===== src/rtl/alu_pkg.sv =====
// Shared definitions for the pipelined ALU: opcode encodings, flag bit
// positions and the flag pattern reported for an illegal opcode.
package alu_pkg;

   localparam logic [3:0] OP_PASSA = 4'd0;
   localparam logic [3:0] OP_PASSB = 4'd1;
   localparam logic [3:0] OP_ADD   = 4'd2;
   localparam logic [3:0] OP_SUB   = 4'd3;
   localparam logic [3:0] OP_AND   = 4'd4;
   localparam logic [3:0] OP_OR    = 4'd5;
   localparam logic [3:0] OP_XOR   = 4'd6;
   localparam logic [3:0] OP_NOTA  = 4'd7;
   localparam logic [3:0] OP_SHL   = 4'd8;
   localparam logic [3:0] OP_SHR   = 4'd9;
   localparam logic [3:0] OP_SRA   = 4'd10;

   // flags vector is {N,Z,C,V}
   localparam int FLAG_N = 3;
   localparam int FLAG_Z = 2;
   localparam int FLAG_C = 1;
   localparam int FLAG_V = 0;

   localparam logic [3:0] ALU_ERR_FLAGS = 4'b0100;

endpackage


===== src/rtl/alu_core.sv =====
// Combinational ALU datapath: decodes the opcode and produces the result,
// the {N,Z,C,V} flags and an illegal-opcode indication.
module alu_core
   import alu_pkg::*;
#(
   parameter int WIDTH = 8,
   parameter int OPW   = 4
) (
   input  logic [OPW-1:0]   op_i,
   input  logic [WIDTH-1:0] a_i,
   input  logic [WIDTH-1:0] b_i,
   output logic [WIDTH-1:0] result_o,
   output logic [3:0]       flags_o,
   output logic             err_o
);

   localparam int SHW = $clog2(WIDTH);

   logic [SHW-1:0] sh_s;
   logic [WIDTH:0] add_s;
   logic [WIDTH:0] sub_s;
   logic [WIDTH:0] shl_s;
   logic [WIDTH:0] shr_s;
   logic [WIDTH:0] sra_s;
   logic [WIDTH-1:0] res_s;
   logic carry_s;
   logic ovf_s;
   logic err_s;

   assign sh_s  = b_i[SHW-1:0];
   assign add_s = {1'b0, a_i} + {1'b0, b_i};
   assign sub_s = {1'b0, a_i} - {1'b0, b_i};
   // One spare bit beside the operand catches the last bit shifted out.
   assign shl_s = {1'b0, a_i} << sh_s;
   assign shr_s = {a_i, 1'b0} >> sh_s;
   assign sra_s = $signed({a_i, 1'b0}) >>> sh_s;

   // Opcode decode into result, carry, overflow and error
   always_comb begin
      res_s   = {WIDTH{1'b0}};
      carry_s = 1'b0;
      ovf_s   = 1'b0;
      err_s   = 1'b0;
      case (op_i)
         OP_PASSA: res_s = a_i;
         OP_PASSB: res_s = b_i;
         OP_ADD: begin
            res_s   = add_s[WIDTH-1:0];
            carry_s = add_s[WIDTH];
            ovf_s   = (a_i[WIDTH-1] == b_i[WIDTH-1]) && (add_s[WIDTH-1] != a_i[WIDTH-1]);
         end
         OP_SUB: begin
            res_s   = sub_s[WIDTH-1:0];
            carry_s = ~sub_s[WIDTH];
            ovf_s   = (a_i[WIDTH-1] != b_i[WIDTH-1]) && (sub_s[WIDTH-1] != a_i[WIDTH-1]);
         end
         OP_AND:  res_s = a_i & b_i;
         OP_OR:   res_s = a_i | b_i;
         OP_XOR:  res_s = a_i ^ b_i;
         OP_NOTA: res_s = ~a_i;
         OP_SHL: begin
            res_s   = shl_s[WIDTH-1:0];
            carry_s = shl_s[WIDTH];
         end
         OP_SHR: begin
            res_s   = shr_s[WIDTH:1];
            carry_s = shr_s[0];
         end
         OP_SRA: begin
            res_s   = sra_s[WIDTH:1];
            carry_s = sra_s[0];
         end
         default: err_s = 1'b1;
      endcase
   end

   // Flag assembly; illegal opcodes report a fixed pattern
   always_comb begin
      result_o = res_s;
      err_o    = err_s;
      flags_o  = 4'b0000;
      if (err_s) begin
         flags_o = ALU_ERR_FLAGS;
      end else begin
         flags_o[FLAG_N] = res_s[WIDTH-1];
         flags_o[FLAG_Z] = (res_s == {WIDTH{1'b0}});
         flags_o[FLAG_C] = carry_s;
         flags_o[FLAG_V] = ovf_s;
      end
   end

endmodule


===== src/rtl/alu_pipe.sv =====
// Two-stage valid/ready ALU pipeline: S1 holds the operands, S2 holds the
// registered result; both stages can advance in the same cycle.
module alu_pipe
   import alu_pkg::*;
#(
   parameter int WIDTH = 8,
   parameter int OPW   = 4
) (
   input  logic             clk,
   input  logic             rst,
   input  logic             in_valid,
   output logic             in_ready,
   input  logic [OPW-1:0]   op,
   input  logic [WIDTH-1:0] a,
   input  logic [WIDTH-1:0] b,
   output logic             a_zero,
   output logic             out_valid,
   input  logic             out_ready,
   output logic [WIDTH-1:0] result,
   output logic [3:0]       flags,
   output logic             err
);

   logic             s1_valid_q, s1_valid_d;
   logic [OPW-1:0]   s1_op_q, s1_op_d;
   logic [WIDTH-1:0] s1_a_q, s1_a_d;
   logic [WIDTH-1:0] s1_b_q, s1_b_d;
   logic             out_valid_q, out_valid_d;
   logic [WIDTH-1:0] result_q, result_d;
   logic [3:0]       flags_q, flags_d;
   logic             err_q, err_d;

   logic [WIDTH-1:0] core_result_s;
   logic [3:0]       core_flags_s;
   logic             core_err_s;
   logic             s1_load_s;
   logic             s2_load_s;

   alu_core #(
      .WIDTH (WIDTH),
      .OPW   (OPW)
   ) u_core (
      .op_i     (s1_op_q),
      .a_i      (s1_a_q),
      .b_i      (s1_b_q),
      .result_o (core_result_s),
      .flags_o  (core_flags_s),
      .err_o    (core_err_s)
   );

   assign a_zero    = (a == {WIDTH{1'b0}});
   assign in_ready  = !s1_valid_q || !out_valid_q || out_ready;
   assign s1_load_s = in_valid && in_ready;
   assign s2_load_s = s1_valid_q && (!out_valid_q || out_ready);

   assign out_valid = out_valid_q;
   assign result    = result_q;
   assign flags     = flags_q;
   assign err       = err_q;

   // Next-state for both stages; S1 empties only when S2 takes its contents
   always_comb begin
      s1_valid_d  = s1_valid_q;
      s1_op_d     = s1_op_q;
      s1_a_d      = s1_a_q;
      s1_b_d      = s1_b_q;
      out_valid_d = out_valid_q;
      result_d    = result_q;
      flags_d     = flags_q;
      err_d       = err_q;
      if (s1_load_s) begin
         s1_valid_d = 1'b1;
         s1_op_d    = op;
         s1_a_d     = a;
         s1_b_d     = b;
      end else if (s2_load_s) begin
         s1_valid_d = 1'b0;
      end else begin
         s1_valid_d = s1_valid_q;
      end
      if (s2_load_s) begin
         out_valid_d = 1'b1;
         result_d    = core_result_s;
         flags_d     = core_flags_s;
         err_d       = core_err_s;
      end else if (out_ready) begin
         out_valid_d = 1'b0;
      end else begin
         out_valid_d = out_valid_q;
      end
   end

   // Pipeline registers with asynchronous clear of all in-flight state
   always_ff @(posedge clk or posedge rst) begin
      if (rst) begin
         s1_valid_q  <= 1'b0;
         s1_op_q     <= {OPW{1'b0}};
         s1_a_q      <= {WIDTH{1'b0}};
         s1_b_q      <= {WIDTH{1'b0}};
         out_valid_q <= 1'b0;
         result_q    <= {WIDTH{1'b0}};
         flags_q     <= 4'b0000;
         err_q       <= 1'b0;
      end else begin
         s1_valid_q  <= s1_valid_d;
         s1_op_q     <= s1_op_d;
         s1_a_q      <= s1_a_d;
         s1_b_q      <= s1_b_d;
         out_valid_q <= out_valid_d;
         result_q    <= result_d;
         flags_q     <= flags_d;
         err_q       <= err_d;
      end
   end

endmodule

===== config.mk =====
export PLATFORM = sky130hd
export DESIGN_NAME = alu_pipe
export DESIGN_NICKNAME = d
export VERILOG_FILES = /design/src/rtl/alu_pkg.sv /design/src/rtl/alu_core.sv /design/src/rtl/alu_pipe.sv
export SDC_FILE = /design/constraint.sdc
export NUM_CORES = 1
export LEC_CHECK = 0
export ABC_AREA = 0
export CAP_MARGIN = 20
export CORE_MARGIN = 1
export CORE_UTILIZATION = 25
export DETAILED_ROUTE_END_ITERATION = 10
export GPL_TIMING_DRIVEN = 0
export REMOVE_ABC_BUFFERS = 1
export SLEW_MARGIN = 15
export SYNTH_ARGS = -nofsm -noshare
export SYNTH_HDL_FRONTEND = slang
export SYNTH_SLANG_ARGS = --single-unit

===== constraint.sdc =====
create_clock -name clk -period 3.2 [get_ports clk]
set_input_delay 0.32 -clock clk [delete_from_list [all_inputs] [get_ports clk]]
set_output_delay 0.32 -clock clk [all_outputs]
set_load 0.005 [all_outputs]

==> results.ini <==
[timing]
rsz0062_at_grt = false
min_period_over_period_pct = 94.12
clock_skew_ns = 0.002457
clock.fmax_mhz = 332.0
period_minus_slack_ns = 3.012
worst_slack_ns = 0.1882
setup-tns-final_ns = 0
slew_headroom_pct = 33.16
maxSlewViolCount = 0
hold_viol_final = 0
tightest_slew_ns = 1.003
final-setup-viol-count = 0

[die]
die_x_um = 121.2
fp-row-count = 43
core_area_sq_um = 13880
dieArea_sq_um = 14690
ios = 40
start_util_pct = 25.59
die_h_um = 121.2

[setup_path]
required_ns = 3.37
setup.worst_path.end_class = flip-flop
crit_fanout = 16
path_class = reg2reg
startpoint_type = flip-flop
arrival_ns = 3.18

[clock_tree]
clk_pin_slew_worst_paths_ns = 0.06
insertion_delay_ns = 0.28
cts_sinks = 35
cts_tree = done
htree_num_levels = 2
cts_root_buf = clkbuf_16
hold_buffers = 0
ctsLongestPathBuffers = 2
cts_buffers = 5

[layout]
antenna_cells = 0
areaGrowthSynthToFinish_pct = 19.76
layout-drive-gt1-share_pct = 17.20
post-route-util_pct = 30.65
fin_area_sq_um = 4254
regArea_sq_um = 885.9
fill_cells = 1488
multi_input_area_sq_um = 2391
nets = 457

[drt]
ant_nets = 0
drt_pre_antenna_iters = 5
drt_iter0_drc = 256
wl_met3_um = 792
dr.max_layer_used = met4
post_drt_wl_per_cell_um = 17.65
vias = 3220
wirelength_met1_um = 4653
drc = 0
dr_wl_met2_um = 4708
routed_wl_um = 10360
via_per_inst = 5.486

[power_and_ir_drop]
power_density_nw_per_um2 = 578.6
ir_worst_vdd_mv = 0.2408
p_total_uw = 2461
p_leak_uw = 0.001751

[synthesis]
syn_area_sq_um = 3552
ys_ff_latch = 35
avgSynthCellArea_sq_um = 9.179
synthArstFlopShare_pct = 100.0
ys.flop_type = dfrtp_1
synth.distinct_cells = 74
synthCells = 387
yosys_warnings = 0
seq_area_frac_synth_pct = 24.66
synth_edf_count = 0

[job]
drv_cap = 0

[global_routing]
grt_max_degree = 36
antenna_found_initial = 0
grt_pass1_vias = 3072
grt_pass1_wl_um = 16590
grt_overflow_total = 0
grt_usage_pct = 14.54

[placed_design]
pre_cts_ws_ns = -0.6202
place.gp.congestion = 0.8930
placed_area_sq_um = 3990
post-dp-hpwl_um = 7442
numPortBuffers = 39

[outcome]
status = finished, final reports clean

[worst_hold_path]
min-delay-path-class = reg2reg

-- area by class of cell --
type                    count  share of cell area, %
multi-input cells         292                  56.21
clock inverters             2                 0.8235
inverters                  27                  2.471
repair buffers             45                  11.12
clock buffers               6                  3.265
flip-flops and latches     35                  20.82
well taps                 180                  5.294
-- worst paths after layout --
kind	startpoint	endpoint	slack [ns]	cells past startpoint
min in group asynchronous	rst	s1_b_q[5]$_DFFE_PP0P_	0.49	2
worst min register to register	result[3]$_DFFE_PP0P_	result[3]$_DFFE_PP0P_	0.48	2
worst max register to register	s1_b_q[1]$_DFFE_PP0P_	flags[3]$_DFFE_PP0P_	0.19	9
worst max-delay path	s1_b_q[1]$_DFFE_PP0P_	flags[3]$_DFFE_PP0P_	0.19	9
max in group asynchronous	rst	s1_b_q[1]$_DFFE_PP0P_	2.15	2
worst min-delay path	result[3]$_DFFE_PP0P_	result[3]$_DFFE_PP0P_	0.48	2
-- sequential cells by signal, summed over array words and instances (netlist names) --
register and count:
s1_valid_q 1, s1_a_q 8, out_valid 1, result 8, s1_op_q 4, err 1, flags 4, s1_b_q 8
-- layer usage --
metal  track usage, %  vias up
met5                0        -
met4            3.858        0
met3            3.289       12
met2            22.50      141
met1            20.20     1598
li1                 -     1469
-- cells in the mapped netlist (4+ instances only) --
| master | number | area (sq um) |
|---|---|---|
| a21o_1 | 7 | 52.55 |
| o21ai_1 | 4 | 20.02 |
| o21bai_1 | 4 | 30.03 |
| o21ai_0 | 16 | 80.08 |
| a211oi_1 | 4 | 30.03 |
| mux2i_1 | 13 | 130.1 |
| mux2_2 | 23 | 259.0 |
| nor2b_1 | 5 | 31.28 |
| buf_2 | 15 | 75.07 |
| clkbuf_1 | 12 | 45.04 |
| a31oi_1 | 5 | 31.28 |
| xnor2_1 | 5 | 43.79 |
| mux4_2 | 8 | 180.2 |
| a221oi_1 | 7 | 61.31 |
| dfrtp_1 | 35 | 875.8 |
| inv_1 | 26 | 97.59 |
| nand3_1 | 9 | 45.04 |
| buf_6 | 4 | 45.04 |
| and3_1 | 4 | 25.02 |
| nand2_1 | 25 | 93.84 |
| nand2b_1 | 6 | 37.54 |
| a21oi_1 | 22 | 110.1 |
| nor2_1 | 22 | 82.58 |
| ha_1 | 25 | 312.8 |
-- kinds of logic (layout without fill, tap and decap cells) --
family | Yosys count | after routing | synth area share [%]
AND/OR/NAND/NOR | 97 | 97 | 14.58
AO/OA/AOI/OAI | 116 | 116 | 24.31
XOR/XNOR | 6 | 6 | 1.479
multiplexers | 46 | 46 | 16.77
adder cells (fa/ha/maj) | 27 | 27 | 9.933
buffers and inverters | 60 | 80 | 8.277
flip-flops | 35 | 35 | 24.66
-- critical path: stages (launching register included) --
cell      delay [ns]
dfrtp_4         0.58
inv_1           0.26
ha_1            0.33
o21ba_1         0.24
or4_4           0.43
a211oi_2        0.32
or4b_1          0.17
nand4_1         0.18
and2_1          0.24
a21o_1          0.15
-- power by group --
group	internal, uW	total (uW)	switching [uW]	leakage (uW)
clock network	387	577	190	0.0000868
registers	534	716	182	0.000418
logic	580	1170	588	0.00125
-- through the flow --
step | hold slack [ns] | std cells
floorplan | 0.4284 | 354
global placement | 0.4641 | 573
detailed placement | 0.4769 | 574
CTS | 0.4898 | 582
global route | 0.5090 | 587
finish | 0.4794 | 587
-- timing repair --
item                       4_1_cts  5_1_grt
gates resized for setup          6        3
setup buffers                    0        4
setup endpoints to repair        8        4
-- cells in the final DEF, fill, tap and decap left out, types with 6 or more instances in the layout --
cell type	netlist	final
a21o_1	7	7
a21oi_1	22	22
a221oi_1	7	7
clkdlybuf4s50_1	0	39
dfrtp_1	35	31
ha_1	25	24
inv_1	26	24
mux2_2	23	23
mux2i_1	13	13
mux4_2	8	8
nand2_1	25	25
nand2b_1	6	6
nand3_1	9	9
nor2_1	22	22
o21ai_0	16	16
(Power assumes the default switching activity.)
==> RTL change 1: new RTL, config.mk and constraints unchanged <==
Register the output `flags` once more, without a reset; this adds one clock of latency there. The other outputs are not delayed to match.
--- a/src/rtl/alu_pipe.sv
+++ b/src/rtl/alu_pipe.sv
@@ -57,3 +57,5 @@
    assign result    = result_q;
-   assign flags     = flags_q;
+   always_ff @(posedge clk) begin
+      flags <= flags_q;
+   end
    assign err       = err_q;
Formal check against the unedited RTL: not equivalent (Yosys sat finds a counterexample within 4 cycles, from zero or initial values and one cycle with rst high).
==> RTL change 1 against the unedited design <==
  * Count of clock-buffer cells in the layout rose by 1
  * Sequential power up 10%
  * Synthesized area is 1.9% higher
  * Clock skew increased by 1.4 ps
  * Sequential cell count grew 4
  * Critical path type unchanged
  * Largest cell class unchanged
  * Highest routed layer unchanged
  * Sequential share of layout area up 1.8 points
  * Routed wire length increased by 1.5%
  * Design area is 1.1% higher
  * Total power fell by 0.86%
  * Worst setup slack lost 110 ps
==> RTL change 1: results <==
set metrics [dict create \
    drtIter0Drc 386 \
    p_per_area_nw_per_um2 567 \
    clock_skew_ps 3.87 \
    yosys-top-cells-area "dfrtp_1 (24%), ha_1 (8.6%), mux2_2 (6.5%), a21oi_1 (4.0%), mux4_2 (3.7%)" \
    cts_made_buffers 5 \
    gp_congestion 0.914 \
    slowest_stage "a221oi_1" \
    dpl.hpwl_mm 7.76 \
    place_ws_ps -486 \
    grt_pass1_wl_mm 16.8 \
    grt_max_degree 36 \
    total_leakage_power_nw 1.74 \
    critPathMaxStageDelay_ps 630 \
    outcome "finished clean" \
    place_area_um2 4090 \
    antennaDiodeCount 0 \
    grtUsageTotal_pct 14.4 \
    antenna_found_initial 0 \
    num-nets-final 477 \
    async_flop_share_pct 89.7 \
    drt_wl_total_mm 10.5 \
    netlist_top_cells_count "dfrtp_1 (35), nor2_1 (35), nand2_1 (33), a21oi_1 (29), ha_1 (25)" \
    hold_path_startpoint "flags_q[0]" \
    synth_warnings 0 \
    critical_path_peak_fanout 9 \
    clk_latency_ps 280 \
    ys_seq_area_share_pct 26.4 \
    vias 3298 \
    synth_cell_types 70 \
    worst_slew_pin_slew_ps 1040 \
    fillers 1490 \
    worst_slack_ps 80.6 \
    firstDrtPassIters 5 \
    irDropWorstVdd_mv 0.293 \
    worstPathArrival_ps 3300 \
    drive_above_1_share_pct 13.3 \
    worst_r2r_startpoint "s1_a_q[0]" \
    drv_slew 0 \
    grt_pass1_vias 3143 \
    critPathLaunchType "register" \
]
==> RTL change 1: cell types whose count changed after synthesis, sizes merged, moves of 4 or more <==
| cell | change |
|---|---|
| nand2 | +7 |
| nand3 | -5 |
| nand2b | +5 |
| a21oi | +5 |
| nor3 | +11 |
| o21ai | -5 |
| a221oi | -5 |
| nor2 | +13 |
| dfxtp | +4 |
==> RTL change 1: final timing paths <==
| check | endpoint | cells past startpoint | slack (ps) |
|---|---|---|---|
| worst max-delay path | flags_q[2] | 9 | 80 |
| worst min register to register | flags[0] | 0 | 370 |
| worst min-delay path | flags[0] | 0 | 370 |
| min in group asynchronous | s1_a_q[7] | 2 | 480 |
| worst max register to register | flags_q[2] | 9 | 80 |
| max in group asynchronous | s1_b_q[1] | 2 | 2190 |
==> RTL change 1: what timing repair did <==
action                                 4_1_cts  5_1_grt
setup endpoints to repair                    7        1
buffers inserted                             0        1
gates resized for setup                      5        7
endpoints found under the hold margin        0        0
cloned                                       0        0
==> RTL change 1: cell families (layout without fill, tap and decap cells) <==
kind of cell,count (synthesis),count (layout),share of synthesized area (%)
mux,44,44,16.3
buf+inv,56,74,6.70
simple gates,127,127,17.8
compound gates,112,112,22.1
fa+ha+maj,27,27,9.74
flops,39,39,26.4
xor+xnor,4,4,0.967
==> RTL change 1: metal layers <==
layer	wire [um]	track usage (%)
met2	4680	21.8
met5	0	0
met3	753	3.11
met1	4940	20.6
met4	137	3.58
==> RTL change 1: stage by stage <==
stage                     cells  hold slack, ps
after floorplan             378             347
after global placement      597             354
after detailed placement    597             355
after CTS                   605             368
after global routing        607             383
final                       607             365
==> RTL change 1: area by class of cell <==
class	instances	area share [%]
timing repair buffer	41	9.69
sequential	39	22.6
clock buffer	7	3.08
inverter	25	2.21
clock inverter	1	0.698
tap	180	5.24
multi-input combinational	314	56.5
==> RTL change 1: power breakdown <==
group	leakage, nW	internal [mW]	switching (mW)
sequential	0.449	0.594	0.196
clock	0.0781	0.368	0.190
combinational	1.22	0.534	0.557
total	1.74	1.50	0.944
==> RTL change 1: critical path, delay by kind of cell (launching register included) <==
kind                     cells  cell delay [ps]
AO/OA/AOI/OAI                5             1360
adder cells (fa/ha/maj)      2              730
buffers and inverters        1              150
flip-flops                   1              540
AND/OR/NAND/NOR              1              230
==> RTL change 2: new RTL, same settings <==
Without the edit above. `OPW` is set to 4 in 2 places; all go to 8.
--- a/src/rtl/alu_core.sv
+++ b/src/rtl/alu_core.sv
@@ -6,3 +6,3 @@
    parameter int WIDTH = 8,
-   parameter int OPW   = 4
+   parameter int OPW   = 8
 ) (
--- a/src/rtl/alu_pipe.sv
+++ b/src/rtl/alu_pipe.sv
@@ -6,3 +6,3 @@
    parameter int WIDTH = 8,
-   parameter int OPW   = 4
+   parameter int OPW   = 8
 ) (
Interface: changed (resized op); port bits go from 40 to 44. No check against the original RTL was run, so the function may have changed too.
==> RTL change 2 against the unedited design <==
  * Worst setup slack gained 10 ps
  * Sequential cell count grew 4
  * Design area grew 6.1%
  * Routed wire length grew 4.1%
  * Total power shrank 7.0%
  * Fmax grew 0.34%
  * Synthesized area grew 5.4%
  * Critical path type unchanged
  * Largest power group unchanged
==> RTL change 2: results <==
set metrics [dict create \
    outcome "finished clean" \
    clock_skew_ps 5.26 \
    synth_cells 426 \
    fillers 1519 \
    grtUsageTotal_pct 14.1 \
    seq_cell_count 39 \
    synthMuxAreaShare_pct 18.7 \
    num-nets-final 499 \
    multi_input_cells 321 \
    critPathMaxStageDelay_ps 760 \
    grt_overflow 0 \
    synth_compound_area_share_pct 21.7 \
    netlist_top_cells_count "dfrtp_1 (39), nand2_1 (38), mux2_2 (31), inv_1 (29), nor2_1 (26)" \
    p_sw_mw 0.867 \
    drtIter0Drc 228 \
    irDropWorstVdd_mv 0.239 \
    gp_congestion 0.941 \
    place_area_um2 4310 \
    dpl.cell_count 620 \
    synth_cell_types 61 \
    critical_path_peak_fanout 33 \
    clkTransAtPathRegs_ps 60 \
    antennaDiodeCount 0 \
    wl_per_cell_um 17.1 \
    dpl.hpwl_mm 8.21 \
    firstDrtPassIters 4 \
    max-clock-path-buffers 2 \
    slowest_stage "dfrtp_2" \
    grt_pass1_vias 3322 \
    yosys-top-cells-area "dfrtp_1 (26%), mux2_2 (9.3%), ha_1 (8.4%), mux4_2 (4.8%), mux2i_1 (4.5%)" \
    layout.nonclk_buf_share_pct 10.8 \
    final-clk-cell-share_pct 3.85 \
    clkbuf_count 6 \
    worstPathArrival_ps 3200 \
    core_region_area_um2 14600 \
    place_ws_ps -320 \
    seq_share_pct 21.9 \
    total_leakage_power_nw 1.82 \
    path_delay_family "flip-flops" \
    async_flop_share_pct 100 \
    post_synth_xor_area_fraction_pct 1.17 \
    grt_pass1_wl_mm 17.6 \
    port_buffers 43 \
    min_path_type "primary input to asynchronous set/reset pin" \
    inv_count 31 \
    worst_slew_pin_slew_ps 1020 \
    signal_buffers 46 \
    grt_max_degree 34 \
    final_cell_area_um2 4520 \
    viasPerCell 5.39 \
    multi_input_area_um2 2510 \
    drt_wl_total_mm 10.8 \
    drive_above_1_share_pct 14.6 \
    synthAdderAreaFrac_pct 9.43 \
    ys_seq_area_share_pct 26.1 \
]
RTL change 2: changes by cell type in the layout (fill, tap and decap cells not counted), sizes merged, moves of 4 or more:
cell,before,now
nand2,26,38
o31ai,2,11
mux2,25,31
nor2b,5,11
o211ai,3,9
a21o,7,3
clkdlybuf4s50,39,43
dfrtp,35,39
mux2i,13,17
nand3,9,5
nor2,22,26
nor3,2,6
RTL change 2: path summary, 6_finish.rpt:
check | cells after the start | endpoint | slack (ps) | startpoint
min in group clk | 2 | result[0] | 480 | result[0]
max in group asynchronous | 3 | result[4] | 2480 | rst
min | 2 | s1_a_q[7] | 280 | rst
max reg2reg | 7 | flags[2] | 200 | s1_op_q[0]
min reg2reg | 2 | result[0] | 480 | result[0]
max | 7 | flags[2] | 200 | s1_op_q[0]
RTL change 2: kinds of logic (layout without fill, tap and decap cells):
group	after synthesis	in the layout
buf+inv	66	85
xor+xnor	5	5
flops	39	39
fa+ha+maj	27	27
simple gates	119	119
mux	56	56
compound gates	114	114
RTL change 2: repair_timing:
item / 4_1_cts / 5_1_grt
buffers inserted: 0 / 1
gates resized for setup: 4 / 6
endpoints found under the setup margin: 5 / 4
RTL change 2: power groups by stage:
| stage | Combinational (mW) | Clock, mW | Sequential, mW |
|---|---|---|---|
| after detailed placement | 0.934 | 0 | 0.750 |
| after global routing | 1.06 | 0.615 | 0.763 |
| after floorplan | 0.662 | 0 | 0.696 |
| final | 0.960 | 0.584 | 0.744 |
| after global placement | 0.889 | 0 | 0.750 |
| after CTS | 0.938 | 0.597 | 0.742 |
RTL change 2: layer usage:
metal	vias to the layer above	wire length (um)	part of all wire, %	GRT usage [%]
met2	119	4770	44	21.3
met4	0	250	2.3	5.24
met1	1661	5160	48	19.9
li1	1591	-	-	-
met5	-	0	0	0
met3	19	602	5.6	2.28
